===== src/rtl/serial_add_ctrl.sv =====
// Bit-serial adder sequencer: one shared full-adder cell (two half adders + OR)
// adds two WIDTH-bit operands LSB first, one bit per clock, behind valid/ready.
module serial_add_ctrl #(
    parameter int WIDTH = 8
) (
    input  logic             clk,
    input  logic             rst,
    input  logic             in_valid,
    output logic             in_ready,
    input  logic [WIDTH-1:0] a,
    input  logic [WIDTH-1:0] b,
    input  logic             cin,
    output logic             out_valid,
    input  logic             out_ready,
    output logic [WIDTH-1:0] sum,
    output logic             cout,
    output logic             busy,
    output logic [1:0]       state_dbg
);

    // Handshake: a transfer happens on a rising edge where valid && ready are both
    // high. in_ready is high only in IDLE and out_valid only in DONE, both decoded
    // from state alone; sum/cout hold steady while out_valid is high and out_ready low.

    localparam int CW = (WIDTH > 1) ? $clog2(WIDTH) : 1;
    localparam logic [CW-1:0] LAST = CW'(WIDTH - 1);

    typedef enum logic [1:0] {
        IDLE = 2'd0,
        RUN  = 2'd1,
        DONE = 2'd2
    } state_t;

    state_t           state, state_nxt;
    logic [WIDTH-1:0] a_sh, b_sh, sum_sh, sum_nxt;
    logic             carry;
    logic [CW-1:0]    cnt;
    logic             p, g1, s, g2, carry_nxt, last_bit;

    // Shared full-adder cell.
    always_comb begin
        p         = a_sh[0] ^ b_sh[0];
        g1        = a_sh[0] & b_sh[0];
        s         = p ^ carry;
        g2        = p & carry;
        carry_nxt = g1 | g2;
        last_bit  = (cnt == LAST);
        sum_nxt   = (sum_sh >> 1) | (WIDTH'(s) << (WIDTH - 1));
    end

    always_comb begin
        state_nxt = state;
        unique case (state)
            IDLE:    if (in_valid) state_nxt = RUN;
            RUN:     if (last_bit) state_nxt = DONE;
            DONE:    if (out_ready) state_nxt = IDLE;
            default: state_nxt = IDLE;
        endcase
    end

    assign in_ready  = (state == IDLE);
    assign out_valid = (state == DONE);
    assign busy      = (state == RUN) || (state == DONE);
    assign state_dbg = state;

    // sum/cout are separate from the shift register so the visible result only
    // changes when an operation completes.
    always_ff @(posedge clk) begin
        if (rst) begin
            state  <= IDLE;
            a_sh   <= '0;
            b_sh   <= '0;
            sum_sh <= '0;
            carry  <= 1'b0;
            cnt    <= '0;
            sum    <= '0;
            cout   <= 1'b0;
        end else begin
            state <= state_nxt;
            unique case (state)
                IDLE: begin
                    if (in_valid) begin
                        a_sh  <= a;
                        b_sh  <= b;
                        carry <= cin;
                        cnt   <= '0;
                    end
                end
                RUN: begin
                    a_sh   <= a_sh >> 1;
                    b_sh   <= b_sh >> 1;
                    sum_sh <= sum_nxt;
                    carry  <= carry_nxt;
                    cnt    <= cnt + 1'b1;
                    if (last_bit) begin
                        sum  <= sum_nxt;
                        cout <= carry_nxt;
                    end
                end
                default: ;
            endcase
        end
    end

endmodule

===== config.mk =====
export PLATFORM = sky130hd
export DESIGN_NAME = serial_add_ctrl
export DESIGN_NICKNAME = d
export VERILOG_FILES = /design/src/rtl/serial_add_ctrl.sv
export SDC_FILE = /design/constraint.sdc
export NUM_CORES = 1
export LEC_CHECK = 0
export CAP_MARGIN = 15
export CORE_MARGIN = 5
export CORE_UTILIZATION = 40
export CTS_CLUSTER_DIAMETER = 30
export DETAILED_ROUTE_END_ITERATION = 10
export PLACE_DENSITY_LB_ADDON = 0.12
export SLEW_MARGIN = 20
export SYNTH_ARGS = -nofsm -noshare
export SYNTH_HDL_FRONTEND = slang
export SYNTH_SLANG_ARGS = --single-unit

===== constraint.sdc =====
create_clock -name clk -period 1.79 [get_ports clk]
set_clock_uncertainty 0.05 [all_clocks]
set_input_delay 0.179 -clock clk [delete_from_list [all_inputs] [get_ports clk]]
set_output_delay 0.179 -clock clk [all_outputs]
set_load 0.02 [all_outputs]

Word-level counts from Yosys, hierarchy flattened
Index checks and enable logic that the tools add are counted.
{ "word_totals": {"out_inout_bits": 14, "register_bits": 39, "word_cells": 39} }
{ "classes": {"mux": 12, "eq_ne": 6, "n_reduce_logical": 6, "n_addsub": 1, "bitwise": 6} }
{ "op_table": {"columns": ["cell", "n"], "rows": [
  ["case mux 8 bit (2 select lines)", 2],
  ["two-way mux 8 bit", 2],
  ["bitwise OR 7 x 8 -> 8 bit", 1],
  ["two-way mux 2 bit", 3],
  ["case mux 2 bit (3 select lines)", 1],
  ["case mux 3 bit (2 select lines)", 1],
  ["inequality test 2 bit (second input constant)", 2],
  ["AND reduction 2 bit", 2],
  ["adder 3 x 1 -> 3 bit (second input constant)", 1],
  ["== test 3 bit (second input constant)", 1],
  ["two-way mux 3 bit", 1],
  ["AND reduction 3 bit", 1],
  ["bitwise AND 1 bit", 2],
  ["== test 2 x 1 -> 1 bit (second input constant)", 1],
  ["== test 2 bit (second input constant)", 1],
  ["logical NOT 2 bit", 1],
  ["inequality test 2 x 1 -> 1 bit (second input constant)", 1],
  ["case mux 1 bit (2 select lines)", 1],
  ["nonzero test 2 bit", 1],
  ["XOR 1 bit", 2],
  ["logical OR 1 bit", 1],
  ["two-way mux 1 bit", 1],
  ["bitwise OR 1 bit", 1]
]} }

Longest topological paths before layout
{ "depth": {"depth_word": 4, "ltp_mapped": 7, "mapped_depth_nobuf": 5} }

Least setup slack after synthesis
No wires, ideal clock.
{ "synth_timing": {"path_kind": "reg2reg", "startpoint": "register state[0] (netlist: state_dbg[0])", "endpoint": "register a_sh[6]", "stages_incl_launch_ff": 8, "t_arrival_ps": 1656, "slack_ps": -48, "required_time_ps": 1607, "setup_ps": 133, "path_cell_list": "dfxtp_1 -> inv_1 -> ha_1 -> buf_6 -> mux2_4 -> buf_6 -> nor2_1 -> a211oi_2"} }
{ "synth_via": {"elab_chain_len": 3, "word_cells_on_any_way": 6} }
{ "synth_rtl": {"columns": ["element", "line_no", "source"], "rows": [
  ["start, declared", "34", "state_t state, state_nxt;"],
  ["start signal, assigned", "79", "state <= state_nxt;"],
  ["logical NOT 2 bit (*)", null, null],
  ["named net in_ready", "9", "output logic in_ready,"],
  ["inequality test 2 bit (no line) / nonzero test 2 bit (equally long branches)", null, null],
  ["AND reduction 2 bit (no line)", null, null],
  ["end signal, assigned", "90", "a_sh <= a_sh >> 1;"],
  ["end, declared", "35", "logic [WIDTH-1:0] a_sh, b_sh, sum_sh, sum_nxt;"]
]} }
Mark *: on every way through the listed nets, which the timed path passes. The rest lies on a longest branch.
A chain may end at the register's enable or synchronous reset.

Worst setup path in the final report
{ "layout_timing": {"startpoint": "register state[0] (netlist: state_dbg[0])", "endpoint": "output out_valid"} }
{ "layout_via": {"elab_chain_len": 1} }
{ "layout_rtl": {"columns": ["element", "line_no", "source"], "rows": [
  ["== test 2 bit", "62", "assign out_valid = (state == DONE);"],
  ["end, declared", "13", "output logic out_valid,"]
]} }
Every way passes these cells.

==> impl_metrics.xml <==
<?xml version="1.0" encoding="UTF-8"?>
<metrics>
  <group name="floorplan">
    <metric name="initial_utilization" unit="%">41.29</metric>
    <metric name="die_h" unit="um">77.05</metric>
    <metric name="ioPinCount" unit="">35</metric>
    <metric name="coreArea" unit="mm2">0.004354</metric>
    <metric name="full_die_area" unit="mm2">0.005936</metric>
    <metric name="die_w" unit="um">77.05</metric>
    <metric name="placement_rows" unit="">24</metric>
  </group>
  <group name="route">
    <metric name="met3_length" unit="um">162</metric>
    <metric name="routedLengthMet1" unit="mm">1.575</metric>
    <metric name="drc" unit="">0</metric>
    <metric name="dr_wl_met2" unit="mm">1.712</metric>
    <metric name="postRouteWirelength" unit="mm">3.518</metric>
    <metric name="postRouteAntennaNets" unit="">0</metric>
    <metric name="firstDrtPassIters" unit="">4</metric>
    <metric name="highest-signal-layer" unit="">met4</metric>
    <metric name="drt-initial-drc-count" unit="">85</metric>
    <metric name="route.detailed.wl_per_inst" unit="um">13.38</metric>
    <metric name="detailed_route_vias_per_instance" unit="">5.175</metric>
    <metric name="dr_total_vias" unit="">1361</metric>
  </group>
  <group name="sta">
    <metric name="setup-violations-final" unit="">0</metric>
    <metric name="timing_max_transition_violations_final" unit="">0</metric>
    <metric name="worst_slew_pin_slew" unit="ns">0.3703</metric>
    <metric name="final_critical_path_setup_slack" unit="ns">0.07027</metric>
    <metric name="layout_min_cycle_time" unit="ns">1.720</metric>
    <metric name="period_share" unit="%">96.07</metric>
    <metric name="fin_tns_setup" unit="ns">0</metric>
    <metric name="slew_headroom" unit="%">75.31</metric>
    <metric name="unrepaired_setup_endpoints_after_global_routing" unit="">false</metric>
    <metric name="report.final.hold_viol_count" unit="">0</metric>
    <metric name="worst_hold_slack" unit="ns">0.4071</metric>
    <metric name="achievable-frequency" unit="GHz">0.5815</metric>
  </group>
  <group name="global_routing">
    <metric name="grt_max_degree" unit="">41</metric>
    <metric name="grt.total_usage" unit="%">12.70</metric>
    <metric name="antenna_found_initial" unit="">0</metric>
    <metric name="grt_overflow" unit="">0</metric>
    <metric name="grt_pass1_vias" unit="">1332</metric>
    <metric name="grt_first_pass_wirelength" unit="mm">6.154</metric>
  </group>
  <group name="hold_path">
    <metric name="hold_path.startpoint" unit="">sum[3]</metric>
    <metric name="min-delay-path-class" unit="">reg2reg</metric>
    <metric name="worst_hold_path.num_cells" unit="">2</metric>
  </group>
  <group name="logic_synthesis">
    <metric name="synth-main-ff-cell" unit="">sky130_fd_sc_hd__dfxtp_1</metric>
    <metric name="post_synth_inst_count" unit="">178</metric>
    <metric name="postSynthNetCount" unit="">206</metric>
    <metric name="yosysWarnings" unit="">0</metric>
    <metric name="synth-edff-count" unit="">0</metric>
    <metric name="syn_area_per_cell" unit="um2">10.10</metric>
    <metric name="synth_seq_cells" unit="">38</metric>
    <metric name="synth-async-reset-ratio" unit="%">0</metric>
    <metric name="netlist-cell-type-count" unit="">24</metric>
    <metric name="synth.cell_area" unit="mm2">0.001798</metric>
    <metric name="synth.area.top_cells" unit="">sky130_fd_sc_hd__dfxtp_1 (42%), sky130_fd_sc_hd__mux2i_1 (14%), sky130_fd_sc_hd__a211oi_2 (10%)</metric>
    <metric name="netlist.top_cell.by_area" unit="">sky130_fd_sc_hd__dfxtp_1</metric>
    <metric name="netlist.area_leader.share" unit="%">42.31</metric>
    <metric name="yosysSeqAreaShare" unit="%">42.31</metric>
  </group>
  <group name="cts">
    <metric name="worst_setup_hold_path_clk_slew" unit="ns">0.07</metric>
    <metric name="numCtsBuffers" unit="">5</metric>
    <metric name="cts_buffer_depth" unit="">2</metric>
    <metric name="cts-htree-levels" unit="">2</metric>
    <metric name="cts_num_sinks" unit="">38</metric>
    <metric name="tritoncts" unit="">done</metric>
    <metric name="cts_root_buf" unit="">sky130_fd_sc_hd__clkbuf_8</metric>
    <metric name="later_pin_clock_latency_in_the_skew_report" unit="ns">0.28</metric>
    <metric name="holdBufCountCts" unit="">0</metric>
  </group>
  <group name="cells_and_area">
    <metric name="design.final.nets" unit="">239</metric>
    <metric name="layout.filler_cells" unit="">387</metric>
    <metric name="final_layout_size_suffix_gt1_share" unit="%">15.64</metric>
    <metric name="layout.core_utilization" unit="%">52.36</metric>
    <metric name="area_overhead_of_the_layout_relative_to_synthesis" unit="%">26.79</metric>
    <metric name="antenna_cells_inserted" unit="">0</metric>
  </group>
  <group name="critical_path">
    <metric name="endpoint_kind" unit="">primary output</metric>
    <metric name="timing.setup.critical_path_class" unit="">reg2out</metric>
    <metric name="crit_path_cell_trace" unit="">inv_1 -&gt; ha_1 -&gt; clkdlybuf4s50_1</metric>
    <metric name="reg2reg_depth" unit="">5</metric>
    <metric name="cp-startpoint" unit="">state_dbg[0]</metric>
    <metric name="critPathMaxFanout" unit="">5</metric>
    <metric name="cpMaxStageDelayCell" unit="">sky130_fd_sc_hd__clkdlybuf4s50_1</metric>
    <metric name="crit_arrival" unit="ns">1.49</metric>
    <metric name="cp_slowest_stage_delay" unit="ns">0.62</metric>
    <metric name="reg2reg_setup_slack" unit="ns">0.14</metric>
    <metric name="crit_end" unit="">out_valid</metric>
    <metric name="cp.required" unit="ns">1.56</metric>
    <metric name="worstSetupStartpointType" unit="">register</metric>
    <metric name="critical_path.reg2reg.endpoint" unit="">a_sh[3]</metric>
    <metric name="worstReg2RegStart" unit="">state_dbg[1]</metric>
  </group>
  <group name="power_and_ir_drop">
    <metric name="leakagePower" unit="nW">0.8288</metric>
    <metric name="design_power_total" unit="mW">3.134</metric>
    <metric name="power-per-cell-area" unit="mW/mm2">1375</metric>
    <metric name="vdd.ir_drop.worst" unit="mV">0.8038</metric>
  </group>
  <group name="place">
    <metric name="gp_congestion" unit="">0.7314</metric>
    <metric name="port-buffer-count" unit="">34</metric>
    <metric name="worst_setup_slack_before_clock_tree_synthesis" unit="ns">0.08958</metric>
    <metric name="dpl.hpwl" unit="mm">2.514</metric>
  </group>
  <group name="run_status">
    <metric name="outcome" unit="">completed</metric>
  </group>
  <group name="run">
    <metric name="drv.max_cap_violation_count" unit="">0</metric>
  </group>
</metrics>
==> layer usage <==
metal  global-route usage (%)  vias up
met5                        0        -
met4                    6.357        0
met3                    3.630        8
met2                    20.12       24
met1                    15.67      642
li1                         -      687
==> state kept, by name, summed over array words and instances (netlist names) <==
name	flops
cout	1
cnt	3
b_sh	8
carry	1
state_dbg	2
a_sh	8
sum	8
sum_sh	7
==> power by group <==
part	switching, mW	internal (mW)
logic	0.666	0.575
registers	0.124	1.03
clock network	0.290	0.446
total	1.08	2.05
==> cell usage in the layout (no fill, tap or decap) <==
master / count
sky130_fd_sc_hd__nor2_1: 23
sky130_fd_sc_hd__bufinv_16: 1
sky130_fd_sc_hd__buf_4: 3
sky130_fd_sc_hd__dlygate4sd2_1: 2
sky130_fd_sc_hd__a311oi_1: 2
sky130_fd_sc_hd__mux2_4: 1
sky130_fd_sc_hd__nand2b_1: 7
sky130_fd_sc_hd__o221a_2: 1
sky130_fd_sc_hd__inv_1: 4
sky130_fd_sc_hd__a32oi_1: 2
sky130_fd_sc_hd__dfxtp_1: 36
sky130_fd_sc_hd__dfxtp_2: 2
sky130_fd_sc_hd__a21oi_1: 13
sky130_fd_sc_hd__nor2b_1: 2
sky130_fd_sc_hd__a211oi_2: 15
sky130_fd_sc_hd__clkbuf_8: 6
sky130_fd_sc_hd__buf_12: 2
sky130_fd_sc_hd__or3_1: 1
sky130_fd_sc_hd__ha_1: 5
sky130_fd_sc_hd__ha_2: 1
sky130_fd_sc_hd__or2_0: 1
sky130_fd_sc_hd__nand3_1: 9
sky130_fd_sc_hd__clkdlybuf4s50_1: 32
sky130_fd_sc_hd__fa_1: 1
sky130_fd_sc_hd__mux2i_1: 26
sky130_fd_sc_hd__nand2_1: 12
sky130_fd_sc_hd__nand2_2: 1
==> cells by family after synthesis <==
family / count (synthesis) / synth area share, %
buffers and inverters: 17 / 6.471
and+or+nand+nor: 56 / 13.99
AOI/OAI and AO/OA: 33 / 16.63
muxes: 27 / 15.31
adders and majority gates: 7 / 5.289
DFF: 38 / 42.31
==> synth_stat cells (3+ instances only) <==
| cell | number |
|---|---|
| sky130_fd_sc_hd__a21oi_1 | 13 |
| sky130_fd_sc_hd__mux2i_1 | 26 |
| sky130_fd_sc_hd__ha_1 | 6 |
| sky130_fd_sc_hd__dfxtp_1 | 38 |
| sky130_fd_sc_hd__buf_6 | 6 |
| sky130_fd_sc_hd__a211oi_2 | 15 |
| sky130_fd_sc_hd__nand2_1 | 12 |
| sky130_fd_sc_hd__nor2_1 | 23 |
| sky130_fd_sc_hd__nand3_1 | 9 |
| sky130_fd_sc_hd__nand2b_1 | 7 |
| sky130_fd_sc_hd__buf_2 | 3 |
| sky130_fd_sc_hd__inv_1 | 4 |
==> layout make-up <==
class,instances,area [um2],share of cell area (%)
multi-input cells,123,923.4,40.50
repair buffers,39,400.4,17.56
flip-flops and latches,38,763.2,33.48
well taps,52,65.06,2.854
inverters,4,15.01,0.6586
clock inverters,1,30.03,1.317
clock buffers,6,82.58,3.622
==> how the worst min path moves through the flow <==
stage,endpoint
after global placement,sum[4]
after CTS,sum[2]
after floorplan,a_sh[7]
final,sum[3]
after global routing,b_sh[7]
after detailed placement,sum[2]
==> what timing repair did <==
item / CTS / global route
endpoints found under the setup margin: 2 / 0
setup buffers: 0 / 0
gates resized for setup: 2 / 0
==> worst max-delay path, delay by kind of cell, from the launching register on <==
family | cells | cell delay (ns)
buffers and inverters | 2 | 0.70
DFF | 1 | 0.35
adders and majority gates | 1 | 0.16
==> metrics by stage <==
step / cells / instance area [um2]
2_1_floorplan: 178 / 1800
3_3_place_gp: 256 / 2170
3_5_place_dp: 256 / 2170
4_1_cts: 263 / 2280
5_1_grt: 263 / 2280
6_report: 263 / 2280
No activity file was read; power rests on OpenSTA's default activity.
